**config.mk**
```make
export PLATFORM = sky130hd
export DESIGN_NAME = seq_detector_prog
export DESIGN_NICKNAME = d
export VERILOG_FILES = /design/src/rtl/seq_det_pkg.sv /design/src/rtl/sat_counter.sv /design/src/rtl/seq_detector_prog.sv
export SDC_FILE = /design/constraint.sdc
export NUM_CORES = 1
export LEC_CHECK = 0
export ABC_CLOCK_PERIOD_IN_PS = 3200
export CORE_ASPECT_RATIO = 0.8
export CORE_MARGIN = 2
export CORE_UTILIZATION = 62
export DETAILED_ROUTE_END_ITERATION = 8
export DONT_BUFFER_PORTS = 1
export HOLD_SLACK_MARGIN = 0.12
export PLACE_DENSITY_LB_ADDON = 0.3
export SLEW_MARGIN = 20
export SYNTH_ARGS = -nofsm -noshare
export SYNTH_HDL_FRONTEND = slang
export SYNTH_SLANG_ARGS = --single-unit
export TNS_END_PERCENT = 100
```
**constraint.sdc**
```tcl
create_clock -name clk -period 3.2 [get_ports clk]
set_input_delay 0.16 -clock clk [delete_from_list [all_inputs] [get_ports clk]]
set_output_delay 0.16 -clock clk [all_outputs]
set_load 0.05 [all_outputs]
```
**src/rtl/seq_det_pkg.sv**
```systemverilog
// Shared definitions for the programmable serial pattern detector.
package seq_det_pkg;

  localparam int unsigned MIN_LEN = 2;

  typedef enum logic {
    IDLE  = 1'b0,
    ARMED = 1'b1
  } state_e;

  // A pattern length is usable only within [MIN_LEN, max_len].
  function automatic logic len_legal(input int unsigned len, input int unsigned max_len);
    return (len >= MIN_LEN) && (len <= max_len);
  endfunction

endpackage

```
**src/rtl/sat_counter.sv**
```systemverilog
// Saturating up-counter with synchronous clear; clear wins over increment.
module sat_counter #(
  parameter int unsigned W = 8
) (
  input  logic         clk,
  input  logic         rst,
  input  logic         clr,
  input  logic         inc,
  output logic [W-1:0] q
);

  // Count up on inc, stick at all-ones, clear on rst or clr.
  always_ff @(posedge clk) begin
    if (rst || clr) begin
      q <= '0;
    end else if (inc && (q != '1)) begin
      q <= q + W'(1);
    end
  end

endmodule

```
**src/rtl/seq_detector_prog.sv**
```systemverilog
// Runtime-programmable Mealy serial pattern detector with saturating match count.
module seq_detector_prog
  import seq_det_pkg::*;
#(
  parameter int unsigned MAX_LEN = 8,
  parameter int unsigned LEN_W   = $clog2(MAX_LEN + 1),
  parameter int unsigned CNT_W   = 8
) (
  input  logic               clk,
  input  logic               rst,
  input  logic               cfg_load,
  input  logic [MAX_LEN-1:0] cfg_pattern,
  input  logic [LEN_W-1:0]   cfg_len,
  input  logic               cfg_overlap,
  input  logic               din_valid,
  input  logic               din,
  input  logic               cnt_clr,
  output logic               w,
  output logic               armed,
  output logic               cfg_err,
  output logic [CNT_W-1:0]   match_count
);

  localparam int unsigned HIST_W = MAX_LEN - 1;

  state_e             state;
  logic [HIST_W-1:0]  history;
  logic [LEN_W-1:0]   fill;
  logic [LEN_W-1:0]   len_q;
  logic [MAX_LEN-1:0] pat_q;
  logic               ovl_q;

  logic               cfg_legal;
  logic               accept;
  logic               window_ok;
  logic               pat_eq;
  logic [MAX_LEN-1:0] cand;
  logic [MAX_LEN-1:0] mask;

  assign cfg_legal = len_legal(32'(cfg_len), MAX_LEN);
  assign accept    = (state == ARMED) && din_valid && !cfg_load;
  assign cand      = {history, din};
  assign window_ok = (32'(fill) + 32'd1) >= 32'(len_q);
  assign pat_eq    = ((cand ^ pat_q) & mask) == '0;
  assign w         = accept && window_ok && pat_eq;

  // Select only the low len_q bits of the candidate window for comparison.
  always_comb begin
    mask = '0;
    for (int unsigned i = 0; i < MAX_LEN; i++) begin
      mask[i] = (32'(i) < 32'(len_q));
    end
  end

  // Mode FSM plus config latch, bit history and fill tracking.
  always_ff @(posedge clk) begin
    if (rst) begin
      state   <= IDLE;
      armed   <= 1'b0;
      cfg_err <= 1'b0;
      history <= '0;
      fill    <= '0;
      len_q   <= '0;
      pat_q   <= '0;
      ovl_q   <= 1'b0;
    end else if (cfg_load) begin
      if (cfg_legal) begin
        state   <= ARMED;
        armed   <= 1'b1;
        cfg_err <= 1'b0;
        pat_q   <= cfg_pattern;
        len_q   <= cfg_len;
        ovl_q   <= cfg_overlap;
        history <= '0;
        fill    <= '0;
      end else begin
        state   <= IDLE;
        armed   <= 1'b0;
        cfg_err <= 1'b1;
      end
    end else if (accept) begin
      history <= HIST_W'(cand);
      if (w && !ovl_q) begin
        fill <= '0;
      end else if (fill != LEN_W'(MAX_LEN)) begin
        fill <= fill + LEN_W'(1);
      end
    end
  end

  sat_counter #(
    .W (CNT_W)
  ) u_match_cnt (
    .clk (clk),
    .rst (rst),
    .clr (cnt_clr),
    .inc (w),
    .q   (match_count)
  );

endmodule

```
Word-level counts from Yosys, hierarchy flattened
Cells that the tools add are included.
{"block": "word_totals", "register_bits": 34, "inputBits": 19, "output_inout_bits": 11, "word_cells": 53}
{"block": "op_classes", "add_sub_neg": 3, "order_cmp": 11, "eq_ne": 3, "muxes": 10, "bitwise": 2, "n_reduce_logical": 16}
{"operator": "7-bit two-way mux", "n": 3}
{"operator": "4-bit two-way mux", "n": 5}
{"operator": "3-bit by 4-bit < comparator with 1-bit output (first input constant)", "n": 4}
{"operator": "8-bit by 1-bit adder with 8-bit output (second input constant)", "n": 1}
{"operator": "8-bit bitwise AND", "n": 1}
{"operator": "8-bit zero test", "n": 1}
{"operator": "1-bit by 4-bit < comparator with 1-bit output (first input constant)", "n": 2}
{"operator": "2-bit by 4-bit < comparator with 1-bit output (first input constant)", "n": 2}
{"operator": "8-bit != test (second input constant)", "n": 1}
{"operator": "8-bit XOR", "n": 1}
{"operator": "1-bit logical AND", "n": 7}
{"operator": "4-bit by 1-bit adder with 5-bit output (second input constant)", "n": 1}
{"operator": "5-bit by 4-bit >= comparator with 1-bit output", "n": 1}
{"operator": "4-bit by 1-bit adder with 4-bit output (second input constant)", "n": 1}
{"operator": "4-bit by 2-bit >= comparator with 1-bit output (second input constant)", "n": 1}
{"operator": "4-bit <= comparator (second input constant)", "n": 1}
{"operator": "4-bit != test (second input constant)", "n": 1}
{"operator": "2-bit AND reduction", "n": 2}
{"operator": "3-bit AND reduction", "n": 1}
{"operator": "3-bit nonzero test", "n": 1}
{"operator": "1-bit zero test", "n": 2}
{"operator": "1-bit two-way mux", "n": 2}
{"operator": "2-bit by 1-bit != test with 1-bit output (second input constant)", "n": 1}
{"operator": "2-bit nonzero test", "n": 1}
{"operator": "1-bit logical OR", "n": 1}

Logic depth before layout (Yosys ltp)
Gate-level depths: netlist of the first run.
{"block": "logic_depth", "word_depth": 8, "mapped_depth": 12, "ltp_nobuf": 9}

Cells and area by module
Synthesis of the first run repeated with hierarchy kept, for this count alone.
{"block": "hier_totals", "hier_cells": 210, "hier_area_um2": 1754.2}
{"module": "seq_detector_prog", "instances": 1, "cells_each": 162, "area_per_inst_um2": 1332.5, "seq_area_each_um2": 520.5}
{"module": "sat_counter", "instances": 1, "cells_each": 48, "area_per_inst_um2": 421.7, "seq_area_each_um2": 160.2}

Worst setup path before layout of the first run
OpenSTA, ideal clock, no wires.
{"block": "synth_path", "path_kind": "register -> register", "start": "reg state", "end": "reg u_match_cnt.q[7]", "setup_ns": 0.116, "arrival_ns": 2.820, "required_time_ns": 3.084, "path_slack_ns": 0.264, "path_stages_with_launch": 11, "n_path_buf": 3, "period_less_slack_ns": 2.936, "path_cell_list": "dfxtp_1 -> and3b_1 -> buf_2 -> o21ai_0 -> or4_1 -> or4_1 -> buf_2 -> inv_2 -> buf_2 -> a311oi_1 -> a41o_1"}
{"block": "synth_via", "elab_chain_cells": 5}
{"item": "from (decl)", "line_no": "seq_detector_prog.sv:26", "rtl": "state_e state;"}
{"item": "from (signal assigned)", "line_no": "seq_detector_prog.sv:58", "rtl": "state <= IDLE;"}
{"item": "from (signal assigned)", "line_no": "seq_detector_prog.sv:68", "rtl": "state <= ARMED;"}
{"item": "from (signal assigned)", "line_no": "seq_detector_prog.sv:77", "rtl": "state <= IDLE;"}
{"item": "1-bit logical AND (2 in a row)", "line_no": "seq_detector_prog.sv:41", "rtl": "assign accept = (state == ARMED) && din_valid && !cfg_load;"}
{"item": "1-bit logical AND (2 in a row)", "line_no": "seq_detector_prog.sv:45", "rtl": "assign w = accept && window_ok && pat_eq;"}
{"item": "named net w", "line_no": "seq_detector_prog.sv:18", "rtl": "output logic w,"}
{"item": "1-bit logical AND", "line_no": "sat_counter.sv:16", "rtl": "end else if (inc && (q != '1)) begin"}
{"item": "to (signal assigned)", "line_no": "sat_counter.sv:17", "rtl": "q <= q + W'(1);"}
{"item": "to (decl)", "line_no": "sat_counter.sv:9", "rtl": "output logic [W-1:0] q"}
The timed path passes the listed nets, and every way through them passes these cells.
A chain may end at the register's enable or synchronous reset.

Final worst setup path of the first run
{"block": "layout_path", "start": "reg fill[0]", "end": "out w"}
{"block": "layout_via", "elab_chain_cells": 4}
{"item": "from (decl)", "line_no": "seq_detector_prog.sv:28", "rtl": "logic [LEN_W-1:0] fill;"}
{"item": "from (signal assigned)", "line_no": "seq_detector_prog.sv:86", "rtl": "fill <= fill + LEN_W'(1);"}
{"item": "4-bit by 1-bit adder with 5-bit output", "line_no": "seq_detector_prog.sv:43", "rtl": "assign window_ok = (32'(fill) + 32'd1) >= 32'(len_q);"}
{"item": "5-bit by 4-bit >= comparator with 1-bit output", "line_no": "seq_detector_prog.sv:43"}
{"item": "1-bit logical AND (2 in a row)", "line_no": "seq_detector_prog.sv:45"}
{"item": "to (decl)", "line_no": "seq_detector_prog.sv:18"}
Every way passes these cells.

==> run summary, run 1 <==
TNS Setup - 0 ns
Vias in the first global route - 1503
Dominant cell type by area after synthesis - dfxtp_1
WP data required - 3.04 ns
Sw Ratio - 26.6%
Inserted Diodes - 0
DR vias/cell - 6.00
Clock sink count - 34
Crit path kind - register to output pin
Net count, final - 258
Root buf cell - clkbuf_4
Netlist cell types - 43
Max-slew violations - 0
Final GP Congestion - 0.898
Place WS - 0.481 ns
Worst hold path type - input pin to register
Grt ovf - 0
Global-route wire length before repair - 6570 µm
Fmax - 0.334 GHz
Critical-path cell list - inv_1, ha_1, ha_1, a211oi_1, o21a_1, or4_1, inv_2, buf_4
Reg-to-reg startpoint - fill[0]$_SDFFE_PP0P_
DR iter-0 viols - 200
Max-slew headroom - 30.4%
Worst-Margin Slew - 1.04 ns
Pwr/cell area - 400 nW/µm²
WP buf/inv - 3
RSZ-0062 raised after global routing - no
Worst-skew pair later-pin latency - 0.35 ns
Number of remaining DRC errors - 0
Peak VDD IR - 0.300 mV
Slack of the critical path - 0.203 ns
Overall global routing resource usage - 26.9%
CP Launch Type - register
CTS tree - done
Top Ports - 30
Gate Count Post-Synth - 218
Core Footprint - 2700 µm²
Final setup fails - 0
Reg clk slew, reported paths - 0.11 ns
Die area - 3230 µm²
Die H - 51.3 µm
Final period util - 93.6%
Die Width - 63.1 µm
Internal - 0.579 mW
Synth Net Count - 244
Vias - 1627
Element type at the critical path end - output pin
Clock tree buffer depth - 2
Most used cell, CP - ha_1
Arrival time worst endpoint - 2.84 ns
Row count - 17
Area contributors post-synth - dfxtp_1 39%, a21oi_1 7.8%, nand2_1 7.6%
Comb pwr share - 10.7%
I/O Buffers - 0
Total CTS buffers - 5
Total power - 0.789 mW
Crit path time final - 3.00 ns
Post-Syn Area - 1730 µm²
Drt pass-1 iters - 4
Reg power frac - 56.7%
Worst setup path start - fill[0]$_SDFFE_PP0P_
Worst path top cell family by delay - simple AND/OR/NAND/NOR gates
Number of synthesized flops with an enable pin - 0
Slowest stage delay, CP - 0.64 ns
FFs w/ async S/R, synth - 0%
Pin count of the biggest net entering global routing - 31
Fraction of layout cells with a size suffix above 1 - 6.87%
Post-DP HPWL - 2640 µm
Sequential share of the synthesized area - 39.3%
Antenna violation net count after detailed routing - 0
Fin cells - 271
Clk pwr share - 32.6%
Htree depth - 2
Final hold violation count - 0
Syn-to-layout area delta - 13.9%
Syn avg cell area - 7.94 µm²
P_sw - 0.210 mW
Reported max-cap violation count - 0
Leak - 0.747 nW
Top_reg_cell synth - dfxtp_1
HP Start - din_valid
Yosys reg bits - 34
Syn. warnings - 0
Status - finished clean
WL/cell - 14.5 µm
Min Hold Slack - 0.230 ns
Initial Util - 64.1%
Inst Count DP - 246
Worst-path fanout max - 12
Antenna violations before repair - 0
Final Skew - 0.00697 ns
Final WL - 3920 µm
Crit-path slowest cell - or4_1
Yosys top cell area share - 39.3%
## layout by cell type (no fill, tap or decap), types with 2 or more instances in the layout
cell type | Yosys | routed
dlygate4sd3_1 | 0 | 17
inv_1 | 9 | 9
ha_1 | 7 | 7
and3_1 | 7 | 7
or4_1 | 3 | 3
buf_4 | 0 | 3
nand2_1 | 35 | 35
nand3_1 | 13 | 13
o21ai_0 | 7 | 7
nor3_1 | 5 | 5
dfxtp_1 | 34 | 34
a22oi_1 | 2 | 2
o22ai_1 | 2 | 2
and3b_1 | 2 | 2
a31oi_1 | 2 | 2
xnor2_1 | 9 | 9
a41o_1 | 2 | 2
a211oi_1 | 3 | 3
nor2_1 | 13 | 13
clkbuf_4 | 0 | 5
a21oi_1 | 27 | 27
or2_2 | 2 | 2
## metal layers
| metal | wire length [µm] | up-vias | track usage, % |
|---|---|---|---|
| met3 | 206 | 5 | 9.47 |
| met5 | 0 | - | 0 |
| met1 | 1770 | 788 | 31.6 |
| li1 | - | 792 | - |
| met2 | 1890 | 42 | 45.2 |
| met4 | 48 | 0 | 10.7 |
## registers in the layout (all words and copies together), names as in the netlist
register,count
fill,4
len_q,4
cfg_err,1
history,7
state,1
pat_q,8
ovl_q,1
u_match_cnt.q,8
## Yosys cell counts (3+ instances only)
master,count
nand2_1,35
nor2_1,13
and3_1,7
dfxtp_1,34
o21ai_0,7
clkbuf_1,9
a211oi_1,3
buf_2,3
inv_1,9
a21oi_1,27
or4_1,3
xnor2_1,9
nand3_1,13
ha_1,7
nor3_1,5
## cells by family after synthesis
family,after synthesis,share of synthesized area [%]
AO/OA/AOI/OAI,56,20.1
XOR/XNOR,10,5.06
adder cells (fa/ha/maj),7,5.06
buffers and inverters,23,5.64
flip-flops,34,39.3
multiplexers,1,0.578
AND/OR/NAND/NOR,87,24.2
## worst reg2reg max path, delay by kind of cell, from the launching register on
| family | cells | cell delay [ns] |
|---|---|---|
| simple gates | 2 | 1.18 |
| compound gates | 3 | 0.38 |
| fa+ha+maj | 2 | 0.61 |
| buf+inv | 1 | 0.10 |
| flops | 1 | 0.44 |
## what timing repair did
item                                   4_1_cts  5_1_grt
hold buffers                                17        0
resized for setup                            0        0
setup buffers                                0        0
endpoints found under the hold margin       31        0
## final timing paths
kind	endpoint	slack [ns]	cells past startpoint
min	history[3]$_SDFFE_PP0P_	0.23	3
min reg2reg	pat_q[7]$_SDFFE_PP0P_	0.48	2
max	w	0.20	8
max reg2reg	u_match_cnt.q[4]$_SDFFE_PP0P_	0.44	8
## metrics by stage
| step | instance area (µm²) | util (%) |
|---|---|---|
| after floorplan | 1730 | - |
| after global placement | 1740 | 64.4 |
| after detailed placement | 1740 | 64.4 |
| after CTS | 1970 | 73.0 |
| after global routing | 1970 | 73.0 |
| final | 1970 | 73.0 |
## power by group through the flow
stage          clock (mW)  sequential, mW  combinational, mW
2_1_floorplan           0           0.457             0.0540
3_3_place_gp            0           0.457             0.0588
3_5_place_dp            0           0.457             0.0610
4_1_cts             0.259           0.447             0.0835
5_1_grt             0.279           0.449             0.0944
6_report            0.257           0.448             0.0843
## area by class of cell
cell class                 count  area (µm²)
multi-input combinational    161         952
fill                         224         731
sequential                    34         681
timing repair buffer          20         193
clock buffer                   7        55.1
tap                           38        47.5
inverter                      10        37.5
clock inverter                 1        5.00
(Power assumes the default switching activity.)
==> inputs of run 2 (changes only) <==
Settings changed: ABC_CLOCK_PERIOD_IN_PS 3200 to 3180, CORE_UTILIZATION 62 to 40.
Clock period 3.2 ns to 3.18 ns, I/O delays scaled along.
==> run 2 against run 1 <==
- sequential share of layout area decreased by 0.48 points
- utilization is 25 points lower
- clock skew down 0.0030 ns
- die area is 51% higher
- count of clock-buffer cells in the layout stayed put
- wire length increased by 3.0%
- first-iteration DRC count is 11% lower
- power is 5.2% higher
- largest power group unchanged
- clock power grew 15%
- non-clock buffer count down 1
- critical endpoint is now u_match_cnt.q[7]$_SDFFE_PP0P_
- global-route usage shrank 9.2 points
==> run summary, run 2 (synthesis gave the netlist of run 1 again) <==
Status - finished clean
Top flop regs - pat_q: 8 flops, u_match_cnt.q: 8 flops, history: 7 flops
Comb pwr share - 10.2%
Final WL - 4040 µm
P_sw - 0.204 mW
Total CTS buffers - 5
Worst Setup EP - u_match_cnt.q[7]$_SDFFE_PP0P_
Final Skew - 0.00394 ns
Global-route wire length before repair - 6770 µm
CTS resizes - 0
FF-to-FF End - u_match_cnt.q[7]$_SDFFE_PP0P_
Top Ports - 30
Internal - 0.626 mW
Crit-path slowest cell - or4_1
Pin count of the biggest net entering global routing - 29
# fillers - 415
Fmax - 0.354 GHz
Multi-input gate area - 952 µm²
Most used cell, CP - ha_1
HP Start - rst
Crit path time final - 2.82 ns
Inserted Diodes - 0
Leak - 0.744 nW
Syn-to-layout area delta - 15.5%
DR iter-0 viols - 179
Die area - 4870 µm²
Worst-skew pair later-pin latency - 0.28 ns
Overall global routing resource usage - 17.7%
DR vias/cell - 5.36
Worst path top cell family by delay - simple AND/OR/NAND/NOR gates
Fraction of layout cells with a size suffix above 1 - 6.06%
Reg power frac - 54.4%
Peak VDD IR - 0.219 mV
Slowest stage delay, CP - 0.63 ns
Worst R2R Path Depth - 9
Crit path kind - register to register
FF/Latch Area - 681 µm²
Pwr/cell area - 415 nW/µm²
Drt pass-1 iters - 4
WP buf/inv - 2
Vias - 1544
Number of remaining DRC errors - 0
Final hold violation count - 0
Flop2flop setup slack - 0.36 ns
Worst hold path type - input pin to register
Clock tree buffer depth - 2
CP Launch Type - register
Arrival time worst endpoint - 2.99 ns
Most common cell after layout, fill and taps aside - nand2_1
Clock sink count - 34
Clk pwr share - 35.5%
TNS Setup - 0 ns
Antenna violation net count after detailed routing - 0
Reg-to-reg startpoint - fill[0]$_SDFFE_PP0P_
Htree depth - 2
Commonest non-fill, non-tap cells in the layout - 35 x nand2_1, 34 x dfxtp_1, 27 x a21oi_1
Final period util - 88.7%
Worst-path fanout max - 12
Max-slew headroom - 58.1%
WP data required - 3.35 ns
Die Width - 77.5 µm
Max-slew violations - 0
Final setup fails - 0
Post-DP HPWL - 2660 µm
CTS tree - done
Critical-path cell list - inv_1, ha_1, ha_1, a211oi_1, o21a_1, or4_1, inv_2, a311oi_1, a41o_1
Row count - 21
I/O Buffers - 0
Sw Ratio - 24.6%
Antenna violations before repair - 0
Vias in the first global route - 1460
Die H - 62.8 µm
Crit. path cell count - 9
RSZ-0062 raised after global routing - no
Core Footprint - 4180 µm²
Initial Util - 41.4%
Reg clk slew, reported paths - 0.07 ns
Root buf cell - clkbuf_8
Element type at the critical path end - register
Final GP Congestion - 0.818
Worst-Margin Slew - 0.628 ns
Worst setup path start - fill[0]$_SDFFE_PP0P_
Net count, final - 257
Final Util - 47.8%
WL/cell - 14.0 µm
Reported max-cap violation count - 0
Grt ovf - 0
[run 2: repair_timing]
item	4_1_cts	5_1_grt
hold endpoints to repair	26	0
hold buffers	17	0
setup buffers	0	0
[run 2: worst min-delay path by stage]
stage	end	slack, ns	depth (start not counted)
floorplan	ovl_q$_SDFFE_PP0P_	0.29	2
global placement	state$_SDFFE_PP0P_	0.23	1
detailed placement	state$_SDFFE_PP0P_	0.23	1
CTS	u_match_cnt.q[2]$_SDFFE_PP0P_	0.13	3
global route	u_match_cnt.q[4]$_SDFFE_PP0P_	0.14	2
finish	u_match_cnt.q[2]$_SDFFE_PP0P_	0.13	3
[run 2: final cells by class]
type	instances	share of cell area [%]
tap	57	3.57
multi-input combinational	161	47.7
inverter	10	1.88
clock buffer	7	3.82
sequential	34	34.1
timing repair buffer	19	9.02
[run 2: worst min-delay path: stages]
cell and delay, ns:
nor2_1 0.07, nand2_1 0.07, o21ai_0 0.06
[run 2: per-layer routing]
metal	track usage [%]	routed length, µm
met1	23.6	2030
met2	27.3	1700
met3	5.35	238
met4	6.03	65
met5	0	0
[run 2: power by group through the flow]
| stage | Combinational, mW | Sequential [mW] | Clock [mW] |
|---|---|---|---|
| 6_report | 0.0843 | 0.451 | 0.295 |
| 4_1_cts | 0.0847 | 0.451 | 0.299 |
| 3_5_place_dp | 0.0611 | 0.460 | 0 |
| 2_1_floorplan | 0.0543 | 0.460 | 0 |
| 3_3_place_gp | 0.0617 | 0.460 | 0 |
| 5_1_grt | 0.0948 | 0.452 | 0.317 |
[run 2: metrics by stage]
stage | area [µm²] | hold WS [ns] | worst slack, ns | power [mW] | cells
4_1_cts | 2000 | 0.128 | 0.376 | 0.835 | 288
3_3_place_gp | 1760 | 0.232 | 0.443 | 0.522 | 264
2_1_floorplan | 1730 | 0.295 | 0.244 | 0.514 | 218
5_1_grt | 2000 | 0.142 | 0.200 | 0.865 | 288
3_5_place_dp | 1760 | 0.234 | 0.402 | 0.521 | 264
6_report | 2000 | 0.130 | 0.358 | 0.830 | 288
==> inputs of run 3 (changes only) <==
Settings changed: ABC_CLOCK_PERIOD_IN_PS 3180 to 3600, CORE_MARGIN 2 to default.
Clock period 3.18 ns to 3.6 ns, I/O delays scaled along.
==> run 3 against run 2 <==
- register-to-register slack gained 0.44 ns
- wire length decreased by 0.42%
- die area is 5.7% lower
- utilization is 3.0 points higher
- sequential power fell by 12%
- maximum frequency increased by 0.62%
- non-clock buffer count is 1 lower
- sequential share of layout area is 0.38 points lower
- clock skew about the same
- cell area up 1.1%
- sequential cell count is the same
- largest cell class unchanged
==> run summary, run 3 (synthesis gave the netlist of run 1 again) <==
Total CTS buffers - 5
Overall global routing resource usage - 19.5%
Syn-to-layout area delta - 16.8%
DR vias/cell - 5.43
Max-slew violations - 0
Final hold violation count - 0
Crit path kind - register to register
Final instance area - 2020 µm²
Final setup fails - 0
Global routing's busiest layer - met2
Most common cell after layout, fill and taps aside - nand2_1
Worst Hold Depth - 3
Top Ports - 30
Final Skew - 0.00435 ns
Antenna violations before repair - 0
Worst-Margin Slew - 1.04 ns
Slowest stage delay, CP - 0.63 ns
Fraction of layout cells with a size suffix above 1 - 6.06%
Global-route wire length before repair - 6650 µm
Reported max-cap violation count - 0
TNS Setup - 0 ns
Met2 Use GR - 30.0%
Slack of the critical path - 0.796 ns
Inst Count DP - 262
Placed Area - 1750 µm²
Critical-path cell list - inv_1, ha_1, ha_1, a211oi_1, o21a_1, or4_1, inv_2, a311oi_1, a41o_1
Final WL - 4020 µm
Worst-skew pair later-pin latency - 0.28 ns
Status - finished clean
Arrival time worst endpoint - 2.98 ns
Crit-path slowest cell - or4_1
Initial Util - 43.5%
Peak VDD IR - 0.213 mV
Root buf cell - clkbuf_8
Element type at the critical path end - register
RSZ-0062 raised after global routing - no
CP Launch Type - register
Min Hold Slack - 0.150 ns
Total power - 0.812 mW
Max-slew headroom - 30.7%
DR iter-0 viols - 99
Crit path time final - 2.80 ns
CTS tree - done
Final GP Congestion - 0.809
Net count, final - 256
CTS resizes - 0
# fillers - 382
Number of remaining DRC errors - 0
Routing usage on met1 - 26.7%
Inserted Diodes - 0
Worst-path fanout max - 12
WP data required - 3.78 ns
Commonest non-fill, non-tap cells in the layout - 35 x nand2_1, 34 x dfxtp_1, 27 x a21oi_1
Reg clk slew, reported paths - 0.07 ns
Pin count of the biggest net entering global routing - 29
Drt pass-1 iters - 4
Antenna violation net count after detailed routing - 0
Clock tree buffer depth - 2
Final Util - 50.8%
Die area - 4590 µm²
Top flop regs - pat_q: 8 flops, u_match_cnt.q: 8 flops, history: 7 flops
Fin cells - 286
Pwr/cell area - 402 nW/µm²
Row count - 20
Grt ovf - 0
Post-DP HPWL - 2720 µm
Die Width - 75.5 µm
Place WS - 0.809 ns
Core Footprint - 3980 µm²
Leak - 0.755 nW
Worst hold path type - input pin to register
Vias - 1553
Die H - 60.8 µm
I/O Buffers - 0
Met3 Usage GRT - 5.48%
Htree depth - 2
Fmax - 0.357 GHz
Clock sink count - 34
WL/cell - 14.0 µm
Most used cell, CP - ha_1
Final period util - 77.9%
Vias in the first global route - 1413
Worst R2R Path Depth - 9
[run 3: worst max-delay path, delay by kind of cell, from the launching register on]
family	cells	cell delay, ns
fa+ha+maj	2	0.60
flops	1	0.42
buf+inv	2	0.44
simple gates	1	0.63
compound gates	4	0.61
[run 3: routing by layer]
| layer | wire, µm | vias up |
|---|---|---|
| met2 | 1780 | 38 |
| met4 | 35 | 0 |
| li1 | - | 791 |
| met1 | 1980 | 719 |
| met5 | 0 | - |
| met3 | 225 | 5 |
[run 3: timing repair]
action,in CTS,in global routing
buffers inserted,0,0
hold buffers,16,0
hold endpoints to repair,26,0
[run 3: power by group]
part	internal [mW]	switching (mW)
Clock	0.207	0.133
Combinational	0.0338	0.0396
Sequential	0.385	0.0131
Total	0.626	0.185
[run 3: area by class of cell]
type                            instances  area (µm²)  share of cell area, %
Multi-Input combinational cell        161         952                   47.1
Tap cell                               55        68.8                   3.41
Clock inverter                          1        30.0                   1.49
Timing Repair Buffer                   18         175                   8.67
Clock buffer                            7        76.3                   3.78
Inverter                               10        37.5                   1.86
Sequential cell                        34         681                   33.7
[run 3: path summary, 6_finish.rpt]
check / from / slack (ns) / endpoint
worst max register to register: fill[0]$_SDFFE_PP0P_ / 0.80 / u_match_cnt.q[7]$_SDFFE_PP0P_
worst min register to register: pat_q[0]$_SDFFE_PP0P_ / 0.47 / pat_q[0]$_SDFFE_PP0P_
worst max-delay path: fill[0]$_SDFFE_PP0P_ / 0.80 / u_match_cnt.q[7]$_SDFFE_PP0P_
worst min-delay path: rst / 0.15 / u_match_cnt.q[2]$_SDFFE_PP0P_
